## src/rtl/imem_dmem_arbiter.sv

```systemverilog
// Shares one single-port, variable-latency memory between instruction fetch and the
// load/store unit; produces fetch stall/valid and supports cancelling an in-flight fetch.
module imem_dmem_arbiter #(
  parameter int unsigned ADDR_W       = 32,
  parameter int unsigned DATA_W       = 32,
  parameter int unsigned MAX_DATA_RUN = 4
) (
  input  logic              clk_i,
  input  logic              rst_ni,
  // Instruction fetch side
  input  logic              if_req_i,
  input  logic [ADDR_W-1:0] if_addr_i,
  input  logic              control_j_i,
  output logic [DATA_W-1:0] if_rdata_o,
  output logic              if_valid_o,
  output logic              if_done_o,
  output logic              if_stall_o,
  // Load/store side
  input  logic              dm_req_i,
  input  logic              dm_we_i,
  input  logic [ADDR_W-1:0] dm_addr_i,
  input  logic [DATA_W-1:0] dm_wdata_i,
  input  logic [3:0]        dm_wstrb_i,
  output logic [DATA_W-1:0] dm_rdata_o,
  output logic              dm_done_o,
  // Memory side
  output logic              mem_req_o,
  output logic              mem_we_o,
  output logic [ADDR_W-1:0] mem_addr_o,
  output logic [DATA_W-1:0] mem_wdata_o,
  output logic [3:0]        mem_wstrb_o,
  input  logic [DATA_W-1:0] mem_rdata_i,
  input  logic              mem_ready_i
);

  typedef enum logic [1:0] {StIdle, StFetch, StData, StResp} state_e;

  localparam logic [3:0] MaxRun = 4'(MAX_DATA_RUN);

  state_e            state_q, state_d;
  logic [3:0]        run_q, run_d;
  logic              cancel_q, cancel_d;
  logic              mem_req_q, mem_req_d;
  logic              mem_we_q, mem_we_d;
  logic [ADDR_W-1:0] mem_addr_q, mem_addr_d;
  logic [DATA_W-1:0] mem_wdata_q, mem_wdata_d;
  logic [3:0]        mem_wstrb_q, mem_wstrb_d;
  logic [DATA_W-1:0] if_rdata_q, if_rdata_d;
  logic [DATA_W-1:0] dm_rdata_q, dm_rdata_d;
  logic              if_valid_q, if_valid_d;
  logic              if_done_q, if_done_d;
  logic              dm_done_q, dm_done_d;

  // Byte offsets are dropped: the memory is word addressed and misalignment is not trapped.
  logic unused_addr_bits;
  assign unused_addr_bits = ^{if_addr_i[1:0], dm_addr_i[1:0]};

  always_comb begin
    state_d     = state_q;
    run_d       = run_q;
    cancel_d    = cancel_q;
    mem_req_d   = mem_req_q;
    mem_we_d    = mem_we_q;
    mem_addr_d  = mem_addr_q;
    mem_wdata_d = mem_wdata_q;
    mem_wstrb_d = mem_wstrb_q;
    if_rdata_d  = if_rdata_q;
    dm_rdata_d  = dm_rdata_q;
    if_valid_d  = 1'b0;
    if_done_d   = 1'b0;
    dm_done_d   = 1'b0;

    unique case (state_q)
      StIdle: begin
        if (!if_req_i) begin
          run_d = '0;
        end
        // Data wins unless it has already taken MaxRun grants while a fetch was waiting.
        // With no fetch pending this branch also covers the saturated-run case.
        if (dm_req_i && (!if_req_i || (run_q < MaxRun))) begin
          state_d     = StData;
          if (if_req_i) begin
            run_d = run_q + 4'd1;
          end
          mem_req_d   = 1'b1;
          mem_we_d    = dm_we_i;
          mem_addr_d  = {dm_addr_i[ADDR_W-1:2], 2'b00};
          mem_wdata_d = dm_wdata_i;
          mem_wstrb_d = dm_we_i ? dm_wstrb_i : 4'b0000;
        end else if (if_req_i) begin
          state_d     = StFetch;
          run_d       = '0;
          cancel_d    = control_j_i;
          mem_req_d   = 1'b1;
          mem_we_d    = 1'b0;
          mem_addr_d  = {if_addr_i[ADDR_W-1:2], 2'b00};
          mem_wdata_d = '0;
          mem_wstrb_d = 4'b0000;
        end
      end

      StFetch: begin
        if (control_j_i) begin
          cancel_d = 1'b1;
        end
        if (mem_ready_i) begin
          state_d     = StResp;
          mem_req_d   = 1'b0;
          mem_we_d    = 1'b0;
          mem_wstrb_d = 4'b0000;
          if_done_d   = 1'b1;
          // A redirect in the completing cycle still kills the instruction.
          if (!(cancel_q || control_j_i)) begin
            if_valid_d = 1'b1;
            if_rdata_d = mem_rdata_i;
          end
        end
      end

      StData: begin
        if (mem_ready_i) begin
          state_d     = StResp;
          mem_req_d   = 1'b0;
          mem_we_d    = 1'b0;
          mem_wstrb_d = 4'b0000;
          dm_done_d   = 1'b1;
          dm_rdata_d  = mem_rdata_i;
        end
      end

      StResp: begin
        state_d  = StIdle;
        cancel_d = 1'b0;
      end

      default: state_d = StIdle;
    endcase
  end

  always_ff @(posedge clk_i or negedge rst_ni) begin
    if (!rst_ni) begin
      state_q     <= StIdle;
      run_q       <= '0;
      cancel_q    <= 1'b0;
      mem_req_q   <= 1'b0;
      mem_we_q    <= 1'b0;
      mem_addr_q  <= '0;
      mem_wdata_q <= '0;
      mem_wstrb_q <= 4'b0000;
      if_rdata_q  <= '0;
      dm_rdata_q  <= '0;
      if_valid_q  <= 1'b0;
      if_done_q   <= 1'b0;
      dm_done_q   <= 1'b0;
    end else begin
      state_q     <= state_d;
      run_q       <= run_d;
      cancel_q    <= cancel_d;
      mem_req_q   <= mem_req_d;
      mem_we_q    <= mem_we_d;
      mem_addr_q  <= mem_addr_d;
      mem_wdata_q <= mem_wdata_d;
      mem_wstrb_q <= mem_wstrb_d;
      if_rdata_q  <= if_rdata_d;
      dm_rdata_q  <= dm_rdata_d;
      if_valid_q  <= if_valid_d;
      if_done_q   <= if_done_d;
      dm_done_q   <= dm_done_d;
    end
  end

  assign mem_req_o   = mem_req_q;
  assign mem_we_o    = mem_we_q;
  assign mem_addr_o  = mem_addr_q;
  assign mem_wdata_o = mem_wdata_q;
  assign mem_wstrb_o = mem_wstrb_q;
  assign if_rdata_o  = if_rdata_q;
  assign if_valid_o  = if_valid_q;
  assign if_done_o   = if_done_q;
  assign dm_rdata_o  = dm_rdata_q;
  assign dm_done_o   = dm_done_q;
  assign if_stall_o  = if_req_i & ~if_valid_q;

endmodule
```

## config.mk

```make
export PLATFORM = sky130hd
export DESIGN_NAME = imem_dmem_arbiter
export DESIGN_NICKNAME = d
export VERILOG_FILES = /design/src/rtl/imem_dmem_arbiter.sv
export SDC_FILE = /design/constraint.sdc
export NUM_CORES = 1
export LEC_CHECK = 0
export CAP_MARGIN = 25
export CELL_PAD_IN_SITES_DETAIL_PLACEMENT = 0
export CELL_PAD_IN_SITES_GLOBAL_PLACEMENT = 1
export CORE_ASPECT_RATIO = 1.25
export CORE_MARGIN = 4
export CORE_UTILIZATION = 30
export CTS_CLUSTER_DIAMETER = 40
export CTS_CLUSTER_SIZE = 12
export DETAILED_ROUTE_END_ITERATION = 8
export PLACE_DENSITY = 0.77
export SLEW_MARGIN = 20
export SYNTH_ARGS = -nofsm -noshare
export SYNTH_HDL_FRONTEND = slang
export SYNTH_SLANG_ARGS = --single-unit
```

## constraint.sdc

```tcl
create_clock -name clk_i -period 1.99 [get_ports clk_i]
set_input_delay 0.398 -clock clk_i [delete_from_list [all_inputs] [get_ports clk_i]]
set_output_delay 0.398 -clock clk_i [all_outputs]
set_load 0.01 [all_outputs]
```

==> run_results.csv, run 1 <==
group,metric,value,unit
pwr,p_int,10.3,mW
finish,fin_cells,1039,
drt,ant_nets,0,
synth,synth.cell_area,5770,sq um
drt,wl_per_cell,16.5,um
timing,fmax,0.548,GHz
global_route,grt.busiest_layer,"met2",
synth,synth-seq-cells,142,
pwr,vdd_ir_drop_max,0.000625,V
critical_path,crit_chain,"inv_1, ha_1, and2_2, nor3b_4, buf_12, mux2_2",
job,drv_cap,0,
global_route,antenna_found_initial,0,
place,portBuffers,270,
timing,relSlewSlack,0.658,
global_route,grt_max_degree,59,
finish,utilization,0.506,
timing,worstMarginPinSlew,0.509,ns
critical_path,cp-end-kind,"flop",
synth,yosysWarnings,0,
timing,setup_viol,0,
timing,fin_skew,0.00696,ns
pwr,p_leak,4.19,nW
pwr,power,15.0,mW
floorplan,rows,56,
global_route,grt_pass1_vias,5049,
timing,rsz0062_at_grt,"false",
drt,drcViolationCount,0,
drt,viasPerCell,4.64,
clocking,clock_latency,0.41,ns
finish,final_common_cell,"clkdlybuf4s50_1",
clocking,cts_made_buffers,17,
clocking,cts_tree,"done",
drt,dr.pass1.iters,4,
timing,finalSetupTns,0,ns
floorplan,die_area,21500,sq um
synth,synthDistinctLibCells,32,
finish,syn_to_final_growth,65.3,%
synth,netlist_instances,512,
critical_path,worstPathArrival,2.12,ns
synth,ys_async_sr_fraction,1.00,
timing,slew_violations,0,
critical_path,critPathSlowestCell,"dfrtp_1",
timing,min_period,1.83,ns
timing,finalCritPeriodShare,0.918,
drt,drt_iter0_markers,161,
global_route,gr-total-overflow,0,
finish,fill_cells,1628,
drt,drt_wl_total,17.2,mm
pwr,pwr_density_cell,1570,nW/um^2
global_route,grt_use_met3,0.0650,
floorplan,num_io_pins,277,
critical_path,cp_max_fo,33,
place,place_inst,1006,
critical_path,reg2regPathDepth,6,
critical_path,cpPeakStageDelay,0.41,ns
status,status,"completed",
floorplan,core_area,18800,sq um
floorplan,initial_core_util,0.306,
clocking,cts.sinks,142,
pwr,switching_share,0.316,
floorplan,die_width,132,um
finish,nets,939,
floorplan,die-height,163,um
synth,synth_edf_count,0,
global_route,met1_usage,0.187,
pwr,clockPowerShare,0.236,
pwr,p_switching,4.73,mW
clocking,cts-root-buf,"clkbuf_16",
synth,syn_avg_cell_area,11.3,sq um
finish,antenna_cells,0,
global_route,track_usage,0.161,
critical_path,required,2.28,ns
critical_path,critPathKind,"reg -> reg",
place,place.gp.congestion,0.745,
finish,drive_above_1_share,0.152,
global_route,grt_pass1_wl,27.1,mm
drt,num_vias,4824,
min_path,hp-class,"reg -> reg",
place,dp.final_hpwl,13.0,mm
pwr,p_seq_frac,0.335,
clocking,ctsLongestPathBuffers,2,
min_path,min_path_cells,2,
timing,hold_viol_final,0,
global_route,use_met2,0.274,
finish,final_cell_mix,"clkdlybuf4s50_1 (268), dfrtp_1 (142), nand2_1 (131)",
synth,ys.flop_type,"dfrtp_1",
critical_path,startpoint_type,"flop",
pwr,pwr-share-comb,0.429,
clocking,h-tree-depth,4,
synth,ys_seq_area_frac,0.616,
clocking,clk_pin_slew,0.06,ns
## through the flow
stage          instance area [sq um]  hold WS, ns  setup slack, ns
2_1_floorplan                   5770        0.102            0.262
3_3_place_gp                    8870        0.378          -0.0829
3_5_place_dp                    8870        0.385          -0.0813
4_1_cts                         9530        0.470            0.148
5_1_grt                         9530        0.496           0.0498
6_report                        9530        0.465            0.164
## metal layers
layer / part of all wire / up-vias
met3: 0.090 / 15
li1: - / 2286
met1: 0.41 / 2307
met2: 0.49 / 216
met5: 0 / -
met4: 0.015 / 0
## flip-flops by register name (all words and copies together), names as in the netlist
| name | count |
|---|---|
| state_q | 2 |
| if_rdata_o | 32 |
| if_done_o | 1 |
| if_valid_o | 1 |
| mem_req_o | 1 |
| dm_rdata_o | 32 |
| mem_wdata_o | 32 |
| cancel_q | 1 |
| mem_we_o | 1 |
| mem_wstrb_o | 4 |
| run_q | 4 |
| mem_addr_o | 30 |
| dm_done_o | 1 |
## power by group through the flow
stage | Clock, mW | Combinational, mW | Sequential [mW]
floorplan | 0 | 2.09 | 5.63
global placement | 0 | 6.41 | 5.00
detailed placement | 0 | 6.53 | 5.08
CTS | 3.64 | 6.55 | 5.04
global route | 3.76 | 6.97 | 5.24
finish | 3.53 | 6.43 | 5.02
## worst paths after layout
| kind | from | end | slack [ns] |
|---|---|---|---|
| min in group asynchronous | rst_ni | if_rdata_o[17] | 0.51 |
| hold / removal | mem_wdata_o[30] | mem_wdata_o[30] | 0.47 |
| max in group asynchronous | rst_ni | mem_wdata_o[25] | 0.89 |
| setup / recovery | state_q[1] | if_rdata_o[10] | 0.16 |
| setup reg to reg | state_q[1] | if_rdata_o[10] | 0.16 |
| hold reg to reg | mem_wdata_o[30] | mem_wdata_o[30] | 0.47 |
## cell usage after synthesis, types with 4 or more instances
master | count | area (sq um)
a22o_1 | 4 | 35.0
a31oi_1 | 31 | 194
buf_2 | 19 | 95.1
buf_4 | 5 | 37.5
clkbuf_1 | 5 | 18.8
dfrtp_1 | 142 | 3550
ha_1 | 6 | 75.1
inv_1 | 7 | 26.3
mux2_2 | 61 | 687
nand2_1 | 131 | 492
nand3_1 | 32 | 160
nor2_1 | 34 | 128
nor2b_1 | 4 | 25.0
o21ai_0 | 4 | 20.0
o22ai_1 | 4 | 25.0
## critical path: cells and delay by family (launching register included)
kind | cells | cell delay (ns)
fa+ha+maj | 1 | 0.19
flops | 1 | 0.41
simple gates | 2 | 0.36
mux | 1 | 0.37
buf+inv | 2 | 0.37
## what timing repair did
item / in CTS / in global routing
endpoints found under the setup margin: 1 / 0
hold buffers: 1 / 0
resized for setup: 1 / 0
buffers inserted: 0 / 0
endpoints found under the hold margin: 48 / 0
## final cells by class
type | count | area (sq um) | area share
clock buffer | 18 | 429 | 0.0450
clock inverter | 14 | 229 | 0.0240
tap | 232 | 290 | 0.0304
timing repair buffer | 294 | 2990 | 0.313
sequential | 142 | 3550 | 0.373
multi-input combinational | 332 | 2020 | 0.212
inverter | 7 | 26.3 | 0.00276
## cells by family after synthesis
group                    Yosys count  share of synthesized area
AO/OA/AOI/OAI                     51                     0.0568
adder cells (fa/ha/maj)            6                     0.0130
buffers and inverters             39                     0.0367
flip-flops                       142                      0.616
multiplexers                      65                      0.127
other                              1                   0.000650
AND/OR/NAND/NOR                  208                      0.150
No activity file was read; power rests on OpenSTA's default activity.
==> inputs of run 2 (changes only) <==
--- a/config.mk
+++ b/config.mk
@@ -8,7 +8,6 @@
 export CAP_MARGIN = 25
 export CELL_PAD_IN_SITES_DETAIL_PLACEMENT = 0
 export CELL_PAD_IN_SITES_GLOBAL_PLACEMENT = 1
-export CORE_ASPECT_RATIO = 1.25
 export CORE_MARGIN = 4
 export CORE_UTILIZATION = 30
 export CTS_CLUSTER_DIAMETER = 40
==> run 2 against run 1 <==
  * Hold slack got worse by 0.035 ns
  * Count of clock-buffer cells in the layout decreased by 1
  * Core utilization decreased by 0.46 points
  * Clock power decreased by 14%
  * First-iteration DRC count decreased by 30%
  * Via count decreased by 0.62%
  * Critical path depth unchanged
  * Setup slack got worse by 0.0014 ns
  * Flip-flop and latch count unchanged
  * Sequential power about the same
==> run_results.csv, run 2 (same netlist as run 1, synthesis figures left out) <==
group,metric,value,unit
clocking,clk_pin_slew,0.07,ns
drt,drcViolationCount,0,
floorplan,die-height,147,um
clocking,ctsLongestPathBuffers,2,
clocking,postCtsSetupBuffers,0,
critical_path,cpPeakStageDelay,0.42,ns
timing,min_period,1.83,ns
pwr,p_leak,4.12,nW
place,dp_slack,-0.0869,ns
timing,fin_hold_ws,0.430,ns
global_route,antenna_found_initial,0,
finish,final_cell_mix,"clkdlybuf4s50_1 (268), dfrtp_1 (142), nand2_1 (131)",
critical_path,worstPathArrival,2.13,ns
drt,drt_wl_total,17.2,mm
pwr,pwr_density_cell,1530,nW/um^2
timing,setup_viol,0,
timing,hold_viol_final,0,
timing,layout_setup_ws,0.163,ns
place,place.gp.congestion,0.765,
critical_path,cp_max_fo,33,
critical_path,critPathSlowestCell,"dfrtp_1",
global_route,track_usage,0.160,
floorplan,die_width,147,um
floorplan,die_area,21500,sq um
critical_path,cp-end-kind,"flop",
critical_path,startpoint_type,"flop",
clocking,clock_latency,0.41,ns
place,dp.final_hpwl,12.7,mm
critical_path,crit_chain,"inv_1, ha_1, and2_2, nor3b_4, buf_12, mux2_2",
critical_path,critPathKind,"reg -> reg",
timing,fin_skew,0.00727,ns
timing,rsz0062_at_grt,"false",
critical_path,required,2.29,ns
timing,slew_violations,0,
floorplan,core_area,18800,sq um
status,status,"completed",
clocking,h-tree-depth,4,
finish,utilization,0.501,
timing,finalCritPeriodShare,0.918,
finish,drive_above_1_share,0.148,
finish,syn_to_final_growth,63.6,%
finish,final_common_cell,"clkdlybuf4s50_1",
drt,viasPerCell,4.51,
global_route,grt_pass1_vias,5130,
min_path,hp-class,"in -> async",
clocking,cts.sinks,142,
clocking,cts_made_buffers,17,
drt,wl_per_cell,16.2,um
finish,nets,934,
timing,fmax,0.547,GHz
clocking,cts_tree,"done",
finish,antenna_cells,0,
place,portBuffers,270,
timing,finalSetupTns,0,ns
drt,ant_nets,0,
job,drv_cap,0,
floorplan,num_io_pins,277,
global_route,grt_pass1_wl,27.4,mm
global_route,gr-total-overflow,0,
floorplan,rows,50,
drt,dr.pass1.iters,4,
drt,drt_iter0_markers,113,
clocking,cts-root-buf,"clkbuf_16",
floorplan,initial_core_util,0.306,
global_route,grt_max_degree,61,
drt,num_vias,4794,
pwr,vdd_ir_drop_max,0.000581,V
run 2: cell count changes in the layout (fill, tap and decap cells not counted), moves of 2 or more:
cell	before	now
clkinv_2	0	2
buf_4	15	9
inv_8	1	3
bufinv_16	5	0
run 2: area by class of cell:
cell class / count / area (sq um)
fill: 1703 / 9390
sequential: 142 / 3550
timing repair buffer: 289 / 2960
multi-input combinational: 332 / 2020
clock buffer: 17 / 425
tap: 260 / 325
clock inverter: 15 / 128
inverter: 7 / 26.3
run 2: final timing paths:
path / startpoint / end / slack (ns) / depth (start not counted)
worst max register to register: state_q[1] / if_rdata_o[8] / 0.16 / 6
worst min-delay path: rst_ni / dm_rdata_o[18] / 0.43 / 2
worst max-delay path: state_q[1] / if_rdata_o[8] / 0.16 / 6
worst min register to register: mem_wdata_o[17] / mem_wdata_o[17] / 0.47 / 2
max in group asynchronous: rst_ni / dm_rdata_o[3] / 0.93 / 3
min in group clk_i: mem_wdata_o[17] / mem_wdata_o[17] / 0.47 / 2
run 2: critical path, delay by kind of cell (launching register included):
family | cells | cell delay [ns]
simple gates | 2 | 0.36
mux | 1 | 0.36
flops | 1 | 0.42
fa+ha+maj | 1 | 0.19
buf+inv | 2 | 0.36
run 2: metal layers:
layer / vias to the layer above / track usage / share of wire
met2: 202 / 0.258 / 0.47
met1: 2305 / 0.196 / 0.42
li1: 2276 / - / -
met3: 11 / 0.0655 / 0.10
met4: 0 / 0.0508 / 0.0099
met5: - / 0 / 0
run 2: per-stage QoR:
stage | std cells | cell area [sq um] | total power [mW]
4_1_cts | 1062 | 9440 | 14.7
3_5_place_dp | 1029 | 8880 | 11.6
3_3_place_gp | 1029 | 8880 | 11.4
5_1_grt | 1062 | 9440 | 15.4
6_report | 1062 | 9440 | 14.5
2_1_floorplan | 513 | 5770 | 7.72
run 2: repair_timing:
item	4_1_cts	5_1_grt
resized for setup	1	0
endpoints found under the hold margin	25	0
endpoints found under the setup margin	1	0
hold buffers	1	0
run 2: power by group:
group,switching (mW),total (mW),internal (mW)
logic,2.70,6.44,3.73
clock network,1.38,3.02,1.64
registers,0.731,5.01,4.28
total,4.81,14.5,9.65
